--- src/rtl/digit_argmax_if.sv ---
// Score stream from the inference sequencer plus the result handshake toward
// the display/UART side. The master drives scores and ready; the slave is the argmax unit.
`timescale 1ns/1ps

interface digit_argmax_if #(
  parameter int SCORE_W = 24
);
  logic                      valid_digit;
  logic [3:0]                score_idx;
  logic signed [SCORE_W-1:0] score;
  logic                      check_max;
  logic                      result_ready;
  logic                      result_valid;
  logic [3:0]                digit;
  logic signed [SCORE_W-1:0] max_score;
  logic                      count_err;
  logic                      busy;

  modport master (
    output valid_digit, score_idx, score, check_max, result_ready,
    input  result_valid, digit, max_score, count_err, busy
  );

  modport slave (
    input  valid_digit, score_idx, score, check_max, result_ready,
    output result_valid, digit, max_score, count_err, busy
  );
endinterface

--- src/rtl/digit_argmax.sv ---
// Running-maximum classifier over the layer-2 class scores; reports the winning
// digit, its score and a frame-malformed flag when check_max rises.
`timescale 1ns/1ps

module digit_argmax #(
  parameter int SCORE_W     = 24,
  parameter int NUM_CLASSES = 10
) (
  input  logic           clk,
  input  logic           rst,
  digit_argmax_if.slave  bus
);

  typedef enum logic [1:0] {
    COLLECT,
    EVAL,
    RESULT
  } state_t;

  localparam logic [3:0] LAST_IDX = 4'(NUM_CLASSES - 1);

  state_t                    state;
  state_t                    next_state;
  logic signed [SCORE_W-1:0] run_max;
  logic [3:0]                run_idx;
  logic [NUM_CLASSES-1:0]    seen;
  logic                      any_seen;
  logic                      bad;
  logic                      chk_q;
  logic                      busy_q;
  logic [3:0]                digit_q;
  logic signed [SCORE_W-1:0] max_score_q;
  logic                      count_err_q;

  logic                      check_rise;
  logic                      idx_legal;
  logic [NUM_CLASSES-1:0]    idx_onehot;
  logic                      dup;
  logic                      collecting;
  logic                      capture;
  logic                      reject;
  logic                      accept;

  assign check_rise = bus.check_max & ~chk_q;
  assign idx_legal  = (bus.score_idx <= LAST_IDX);
  // Out-of-range indices shift the bit off the top, so dup is simply 0 for them.
  assign idx_onehot = {{(NUM_CLASSES-1){1'b0}}, 1'b1} << bus.score_idx;
  assign dup        = |(seen & idx_onehot);
  assign collecting = (state == COLLECT);
  assign capture    = collecting & bus.valid_digit & idx_legal & ~dup;
  assign reject     = collecting & bus.valid_digit & (~idx_legal | dup);
  assign accept     = (state == RESULT) & bus.result_ready;

  // NOTE: every variable written here gets a default first, so no path can
  // leave it unassigned and infer a latch.
  always_comb begin
    next_state = state;
    unique case (state)
      COLLECT: if (check_rise)       next_state = EVAL;
      EVAL:                          next_state = RESULT;
      RESULT:  if (bus.result_ready) next_state = COLLECT;
      default:                       next_state = COLLECT;
    endcase
  end

  // NOTE: sequential state uses non-blocking assignments so every register
  // samples pre-edge values regardless of statement order.
  always_ff @(posedge clk or posedge rst) begin
    if (rst) begin
      state  <= COLLECT;
      chk_q  <= 1'b0;
      busy_q <= 1'b0;
    end else begin
      state  <= next_state;
      chk_q  <= bus.check_max;
      busy_q <= (next_state != COLLECT);
    end
  end

  always_ff @(posedge clk or posedge rst) begin
    if (rst) begin
      run_max     <= '0;
      run_idx     <= '0;
      seen        <= '0;
      any_seen    <= 1'b0;
      bad         <= 1'b0;
      digit_q     <= '0;
      max_score_q <= '0;
      count_err_q <= 1'b0;
    end else begin
      if (capture) begin
        seen     <= seen | idx_onehot;
        any_seen <= 1'b1;
        // Strict compare: on a tie the earlier score keeps the lead.
        if (!any_seen || (bus.score > run_max)) begin
          run_max <= bus.score;
          run_idx <= bus.score_idx;
        end
      end
      if (reject) bad <= 1'b1;

      if (state == EVAL) begin
        digit_q     <= run_idx;
        max_score_q <= run_max;
        count_err_q <= bad | (seen != {NUM_CLASSES{1'b1}});
      end

      if (accept) begin
        run_max  <= '0;
        run_idx  <= '0;
        seen     <= '0;
        any_seen <= 1'b0;
        bad      <= 1'b0;
      end
    end
  end

  assign bus.result_valid = (state == RESULT);
  assign bus.busy         = busy_q;
  assign bus.digit        = digit_q;
  assign bus.max_score    = max_score_q;
  assign bus.count_err    = count_err_q;

endmodule
--- src/flat_wrapper.sv ---
// flat-port wrapper written by rule: the top's interface ports become plain ports
module digit_argmax_flat 
#(
  parameter int SCORE_W     = 24,
  parameter int NUM_CLASSES = 10
)
  (clk, rst, bus_valid_digit, bus_score_idx, bus_score, bus_check_max, bus_result_ready, bus_result_valid, bus_digit, bus_max_score, bus_count_err, bus_busy);
  digit_argmax_if #(.SCORE_W(SCORE_W)) bus_i ();
  input  logic clk;
  input  logic rst;
  input wire logic [$bits(bus_i.valid_digit)-1:0] bus_valid_digit;
  input wire logic [$bits(bus_i.score_idx)-1:0] bus_score_idx;
  input wire logic [$bits(bus_i.score)-1:0] bus_score;
  input wire logic [$bits(bus_i.check_max)-1:0] bus_check_max;
  input wire logic [$bits(bus_i.result_ready)-1:0] bus_result_ready;
  output wire logic [$bits(bus_i.result_valid)-1:0] bus_result_valid;
  output wire logic [$bits(bus_i.digit)-1:0] bus_digit;
  output wire logic [$bits(bus_i.max_score)-1:0] bus_max_score;
  output wire logic [$bits(bus_i.count_err)-1:0] bus_count_err;
  output wire logic [$bits(bus_i.busy)-1:0] bus_busy;
  assign bus_i.valid_digit = bus_valid_digit;
  assign bus_i.score_idx = bus_score_idx;
  assign bus_i.score = bus_score;
  assign bus_i.check_max = bus_check_max;
  assign bus_i.result_ready = bus_result_ready;
  assign bus_result_valid = bus_i.result_valid;
  assign bus_digit = bus_i.digit;
  assign bus_max_score = bus_i.max_score;
  assign bus_count_err = bus_i.count_err;
  assign bus_busy = bus_i.busy;
  digit_argmax #(.SCORE_W(SCORE_W), .NUM_CLASSES(NUM_CLASSES)) u_core (.clk(clk), .rst(rst), .bus(bus_i));
endmodule
--- config.mk ---
export PLATFORM = sky130hd
export DESIGN_NAME = digit_argmax_flat
export DESIGN_NICKNAME = d
export VERILOG_FILES = /design/src/rtl/digit_argmax_if.sv /design/src/rtl/digit_argmax.sv /design/src/flat_wrapper.sv
export SDC_FILE = /design/constraint.sdc
export NUM_CORES = 1
export LEC_CHECK = 0
export BUFFER_PORTS_ARGS = -buffer_cell sky130_fd_sc_hd__buf_4
export CORE_AREA = 2 2 83 85
export DETAILED_ROUTE_END_ITERATION = 7
export DIE_AREA = 0 0 85 87
export PLACE_DENSITY = 0.82
export SYNTH_ARGS = -nofsm -noshare
export SYNTH_HDL_FRONTEND = slang
export SYNTH_SLANG_ARGS = --single-unit
--- constraint.sdc ---
create_clock -name clk -period 3.3 [get_ports clk]
set_clock_uncertainty 0.2 [all_clocks]
set_input_delay 0.33 -clock clk [delete_from_list [all_inputs] [get_ports clk]]
set_output_delay 0.33 -clock clk [all_outputs]
set_load 0.005 [all_outputs]
==> results of run 1 <==
[cell type report]
type / count / share of cell area, %
flip-flops and latches: 73 / 42.1
clock inverters: 6 / 2.48
clock buffers: 9 / 2.86
well taps: 80 / 2.31
multi-input cells: 223 / 35.9
inverters: 28 / 2.42
repair buffers: 68 / 11.9
[sequential cells by signal, indices dropped and copies added (netlist names)]
register and count:
u_core.bad 1, u_core.run_max 24, u_core.bus.busy 1, u_core.bus.digit 4
u_core.bus.count_err 1, u_core.state 2, u_core.any_seen 1, u_core.bus.max_score 24
u_core.seen 10, u_core.run_idx 4, u_core.chk_q 1
[how the worst max path moves through the flow]
stage | cells after the start | to | slack (ps) | from
after CTS | 9 | u_core.run_max[19] | 250 | u_core.run_max[23]
after global routing | 9 | u_core.run_max[21] | 6 | u_core.run_max[23]
after detailed placement | 9 | u_core.run_max[19] | 210 | bus_score[23]
after floorplan | 10 | u_core.run_idx[1] | 770 | u_core.run_max[23]
after global placement | 10 | u_core.run_max[23] | 300 | bus_score[1]
final | 9 | u_core.run_max[19] | 230 | u_core.run_max[23]
[metrics by stage]
stage	hold WS [ps]	area, sq um	utilization (%)
4_1_cts	5.04	4340	66.0
2_1_floorplan	161	3560	-
5_1_grt	1.34	4340	66.0
3_5_place_dp	202	4080	62.2
6_report	6.48	4340	66.0
3_3_place_gp	189	4080	62.2
[power groups by stage]
stage | clock network, mW | logic, mW | registers [mW]
2_1_floorplan | 0 | 0.837 | 1.46
3_3_place_gp | 0 | 1.28 | 1.48
3_5_place_dp | 0 | 1.33 | 1.49
4_1_cts | 0.833 | 1.35 | 1.48
5_1_grt | 0.881 | 1.50 | 1.53
6_report | 0.834 | 1.34 | 1.48
[cells in the final DEF (no fill, tap or decap), types with 4 or more instances in the layout]
cell	count
a21oi_1	11
a221o_1	8
a22o_1	20
and3_1	8
buf_4	66
clkbuf_8	9
dfrtp_1	73
ha_1	24
inv_1	27
mux2_2	6
nand2_1	43
nand2b_1	4
nand3_1	7
nand4_1	5
nor2_1	10
nor3_1	4
o21ai_0	36
[critical path: cells and delay by family, from the launching register on]
| family | cells | cell delay (ps) |
|---|---|---|
| compound gates | 3 | 1090 |
| flops | 1 | 360 |
| fa+ha+maj | 1 | 420 |
| buf+inv | 1 | 60 |
| simple gates | 4 | 860 |
[routing by layer]
layer | routed length (um) | up-vias | GRT usage, %
li1 | - | 1341 | -
met1 | 3480 | 1325 | 29.7
met2 | 3690 | 75 | 35.7
met3 | 388 | 14 | 5.59
met4 | 153 | 0 | 7.36
met5 | 0 | - | 0
[cells in the mapped netlist (all sizes together), types with 2 or more instances]
cell type / instances / share of area (%)
dfrtp: 73 / 51
nand2: 43 / 4.5
o21ai: 37 / 5.2
inv: 28 / 2.9
ha: 24 / 8.4
a22o: 20 / 4.9
nor2: 12 / 1.4
a21oi: 11 / 1.5
a221o: 8 / 2.2
and3: 8 / 1.4
buf: 8 / 1.6
nand3: 7 / 0.98
nand4: 7 / 1.6
clkbuf: 6 / 0.63
mux2: 6 / 1.9
nand2b: 5 / 0.88
nor3: 5 / 0.84
a31oi: 3 / 0.53
a211oi: 2 / 0.56
nand4b: 2 / 0.49
nor2b: 2 / 0.35
o211ai: 2 / 0.56
o22ai: 2 / 0.74
[cells by family after synthesis]
family                   count (synthesis)
AO/OA/AOI/OAI                           93
AND/OR/NAND/NOR                         98
multiplexers                             7
flip-flops                              73
XOR/XNOR                                 1
adder cells (fa/ha/maj)                 24
buffers and inverters                   42
[what timing repair did]
| item | 4_1_cts | 5_1_grt |
|---|---|---|
| setup endpoints to repair | 0 | 0 |
| hold endpoints to repair | 23 | 0 |
| hold buffers | 2 | 0 |
==> flow_metrics.tcl, run 1 <==
set metrics [dict create \
    gp_congestion 0.795 \
    critPathMaxFanout 28 \
    p_leak_nw 2.13 \
    drc 0 \
    dieArea_sq_um 7400 \
    synthCells 338 \
    fp.coreArea_sq_um 6570 \
    grt_use_total_pct 22.2 \
    ys_types 49 \
    synth_fa_ha_area_share_pct 8.42 \
    grt_pass1_wl_um 12800 \
    via_count 2755 \
    hp-class "in2reg" \
    hold_viol 0 \
    hp-start "bus_score[0]" \
    p_int_mw 2.44 \
    combinationalPowerShare_pct 36.7 \
    htreeDepth 3 \
    synth.area.mux_share_pct 2.18 \
    drt_iter0_markers 146 \
    drv_slew 0 \
    r2r-start "u_core.run_max[23]" \
    io_buffer_count 63 \
    dp_hpwl_um 5430 \
    antenna_cells 0 \
    rsz0062_at_grt "false" \
    seqCellArea_sq_um 1830 \
    cts-resized-gates 0 \
    cts_root_buf "clkbuf_8" \
    clock_path_buffers 2 \
    die_w_um 85 \
    crit_type "reg2reg" \
    first_pass_iters 4 \
    drv_cap 0 \
    rrSetupSlack_ps 230 \
    grt_pass1_vias 2642 \
    routedWlPerCell_um 15.8 \
    synth_edf_count 0 \
    arrival_ps 3150 \
    p_per_area_nw_per_um2 843 \
    seqPwrFrac_pct 40.5 \
    period_share_pct 92.9 \
    num_rows 30 \
    final-setup-viol-count 0 \
    crit_path_cell_trace "inv_1 > ha_1 > nand4_2 > nor3_2 > nand2_1 > nor3_1 > a211oi_1 > o22ai_4 > a221o_1" \
    start_kind "flop" \
    synth_area_sq_um 3560 \
    fin_crit_ps 3070 \
    fmax_ghz 0.326 \
    syn2layout_area_growth_pct 21.6 \
    initial_core_util_pct 54.3 \
    fp.dieH_um 87 \
    max_stage_delay_ps 650 \
    syn_nets 395 \
    required_ps 3380 \
    p_sw_share_pct 33.3 \
    min_path_cells 2 \
    cts_tree "yes" \
    cts.clk_slew.worst_paths_ps 80 \
    irDropWorstVdd_mv 0.413 \
    post_cts_buffers 0 \
    yosys.area_share.simple_pct 14.0 \
    layout.nets 460 \
    grt_remaining_overflow 0 \
    synth.avg_cell_area_sq_um 10.5 \
    postRouteAntennaNets 0 \
    pin_count 64 \
    cts_buffers 9 \
    worstMarginPinSlew_ps 926 \
    fillers 529 \
    slew_headroom_pct 38.3 \
    ys_seq_elements 73 \
    endpoint_kind "flop" \
    antenna_found_initial 0 \
    ys_warn_count 0 \
    grt_max_degree 55 \
    total_power_mw 3.65 \
    pwr-share-clk_pct 22.8 \
    cts_sinks 73 \
    synth_compound_area_share_pct 18.5 \
    wirelength_um 7710 \
    synth_xor_area_share_pct 0.456 \
    rr_endpoint "u_core.run_max[19]" \
    ys_seq_area_share_pct 51.2 \
    synth-async-reset-ratio_pct 100 \
    drive_gt1_share_pct 24.8 \
    finalWorstSetupSlack_ps 235 \
    multi_input_area_sq_um 1560 \
    fin_cells 487 \
    dpl_worst_slack_ps 212 \
    dp_cells 470 \
    ys.flop_type "dfrtp_1" \
    r2r_cells 9 \
    outcome "finished clean" \
    finalSetupTns_ps 0 \
    power.switching_mw 1.22 \
    synth_top_family_by_area "compound AO/OA/AOI/OAI gates" \
    via_per_inst 5.66 \
    min_to "u_core.run_max[0]" \
    clkLatencyLatePin_ps 350 \
    slowest_stage "o22ai_4" \
]
Power figures use the tool's default switching activity.
==> run 2, diff against run 1 <==
- RECOVER_POWER: unset -> 25
==> run 2 against run 1 <==
Effect of this change: non-clock buffer count unchanged; critical path depth is the same; register-to-register slack barely moved; cell area did not move; utilization unchanged; clock power hardly changed; worst setup slack better by 0.56 ps; flip-flop and latch count unchanged; wire length is 0.17% higher; largest power group unchanged; critical path type unchanged; global-route usage unchanged; first-iteration DRC count is the same; critical endpoint unchanged.
==> flow_metrics.tcl, run 2 (synthesis gave the netlist of run 1 again) <==
set metrics [dict create \
    arrival_ps 3150 \
    wl_met2_um 3730 \
    fmax_ghz 0.326 \
    seqCellArea_sq_um 1830 \
    via_per_inst 5.65 \
    fp.dieH_um 87 \
    wirelength_um 7730 \
    dp_hpwl_um 5430 \
    rr_endpoint "u_core.run_max[19]" \
    hp-class "in2reg" \
    grt_use_total_pct 22.2 \
    final_common_cell "dfrtp_1" \
    drt_iter0_markers 146 \
    via_count 2753 \
    fillers 529 \
    rsz0062_at_grt "false" \
    antenna_found_initial 0 \
    p_leak_nw 2.12 \
    hold_viol 0 \
    routedWlPerCell_um 15.9 \
    finalWorstSetupSlack_ps 235 \
    multi_input_area_sq_um 1560 \
    cts_tree "yes" \
    dieArea_sq_um 7400 \
    endpoint_kind "flop" \
    htreeDepth 3 \
    postRouteAntennaNets 0 \
    dr_wl_met3_um 441 \
    grt_remaining_overflow 0 \
    required_ps 3380 \
    max_stage_delay_ps 650 \
    num_rows 30 \
    irDropWorstVdd_mv 0.410 \
    hp-start "bus_score[0]" \
    period_share_pct 92.9 \
    grt_pass1_wl_um 12800 \
    critPathMaxFanout 28 \
    grt_pass1_vias 2642 \
    cts.clk_slew.worst_paths_ps 80 \
    drive_gt1_share_pct 24.6 \
    outcome "finished clean" \
    wl_met1_um 3420 \
    drv_slew 0 \
    r2r-start "u_core.run_max[23]" \
    post_cts_buffers 0 \
    gp_congestion 0.795 \
    cts_sinks 73 \
    top_layer "met4" \
    start_kind "flop" \
    min_to "u_core.run_max[0]" \
    r2r_cells 9 \
    crit_path_cell_trace "inv_1 > ha_1 > nand4_2 > nor3_2 > nand2_1 > nor3_1 > a211oi_1 > o22ai_4 > a221o_1" \
    first_pass_iters 4 \
    drv_cap 0 \
    p_per_area_nw_per_um2 839 \
    syn2layout_area_growth_pct 21.6 \
    cts_hold_buffers 2 \
    cts-resized-gates 0 \
    fp.coreArea_sq_um 6570 \
    dpl_worst_slack_ps 212 \
    worstMarginPinSlew_ps 925 \
    drc 0 \
    slew_headroom_pct 38.3 \
    layout_common_cells "73 x dfrtp_1, 45 x buf_4, 43 x nand2_1" \
    clkLatencyLatePin_ps 350 \
    finalSetupTns_ps 0 \
    layout.nets 460 \
    die_w_um 85 \
    cts_root_buf "clkbuf_8" \
    cp_num_buf_inv 1 \
    whs_ps 3.59 \
    min_path_cells 2 \
    slowest_stage "o22ai_4" \
    io_buffer_count 63 \
    grt_max_degree 55 \
    antenna_cells 0 \
    rrSetupSlack_ps 240 \
    fin_crit_ps 3060 \
    pin_count 64 \
    initial_core_util_pct 54.3 \
    final-setup-viol-count 0 \
    cts_buffers 9 \
    crit_type "reg2reg" \
    clock_path_buffers 2 \
    path_delay_family "compound AO/OA/AOI/OAI gates" \
]
run 2: cell types whose count changed in the layout (fill, tap and decap cells not counted):
cell      previous run  this run
inv_1               27        28
clkbuf_4             0        21
buf_4               66        45
inv_2                1         0
run 2: how the worst max path moves through the flow:
stage / slack [ps] / endpoint / cells past startpoint / start
after floorplan: 770 / u_core.run_idx[1] / 10 / u_core.run_max[23]
after global placement: 300 / u_core.run_max[23] / 10 / bus_score[1]
after detailed placement: 210 / u_core.run_max[19] / 9 / bus_score[23]
after CTS: 250 / u_core.run_max[19] / 9 / u_core.run_max[23]
after global routing: 6 / u_core.run_max[21] / 9 / u_core.run_max[23]
final: 240 / u_core.run_max[19] / 9 / u_core.run_max[23]
run 2: cell type report:
class / count / share of cell area, %
clock inverters: 6 / 2.48
multi-input cells: 223 / 35.9
flip-flops and latches: 73 / 42.1
inverters: 28 / 2.42
repair buffers: 68 / 11.9
clock buffers: 9 / 2.86
well taps: 80 / 2.31
run 2: worst register-to-register path: stages, from the launching register on:
cell and delay [ps]:
dfrtp_1 360, inv_1 60, ha_1 420, nand4_2 170, nor3_2 230, nand2_1 120
nor3_1 350, a211oi_1 170, o22ai_4 650, a221o_1 280
run 2: power breakdown:
part	switching, mW	total [mW]	leakage [nW]	internal (mW)
Sequential	0.216	1.48	0.942	1.26
Combinational	0.659	1.33	1.06	0.668
Clock	0.337	0.832	0.115	0.495
Total	1.21	3.64	2.12	2.43
run 2: stage by stage:
step / power (mW) / util, % / std cells / instance area [sq um]
4_1_cts: 3.66 / 66.0 / 487 / 4340
3_3_place_gp: 2.76 / 62.2 / 470 / 4080
2_1_floorplan: 2.30 / - / 338 / 3560
3_5_place_dp: 2.82 / 62.2 / 470 / 4080
6_report: 3.64 / 66.0 / 487 / 4340
5_1_grt: 3.90 / 66.0 / 487 / 4340
run 2: per-layer routing:
layer  up-vias  global-route usage (%)
met5         -                       0
met4         0                    7.36
met3        12                    5.59
met2        89                    35.7
met1      1314                    29.7
li1       1338                       -
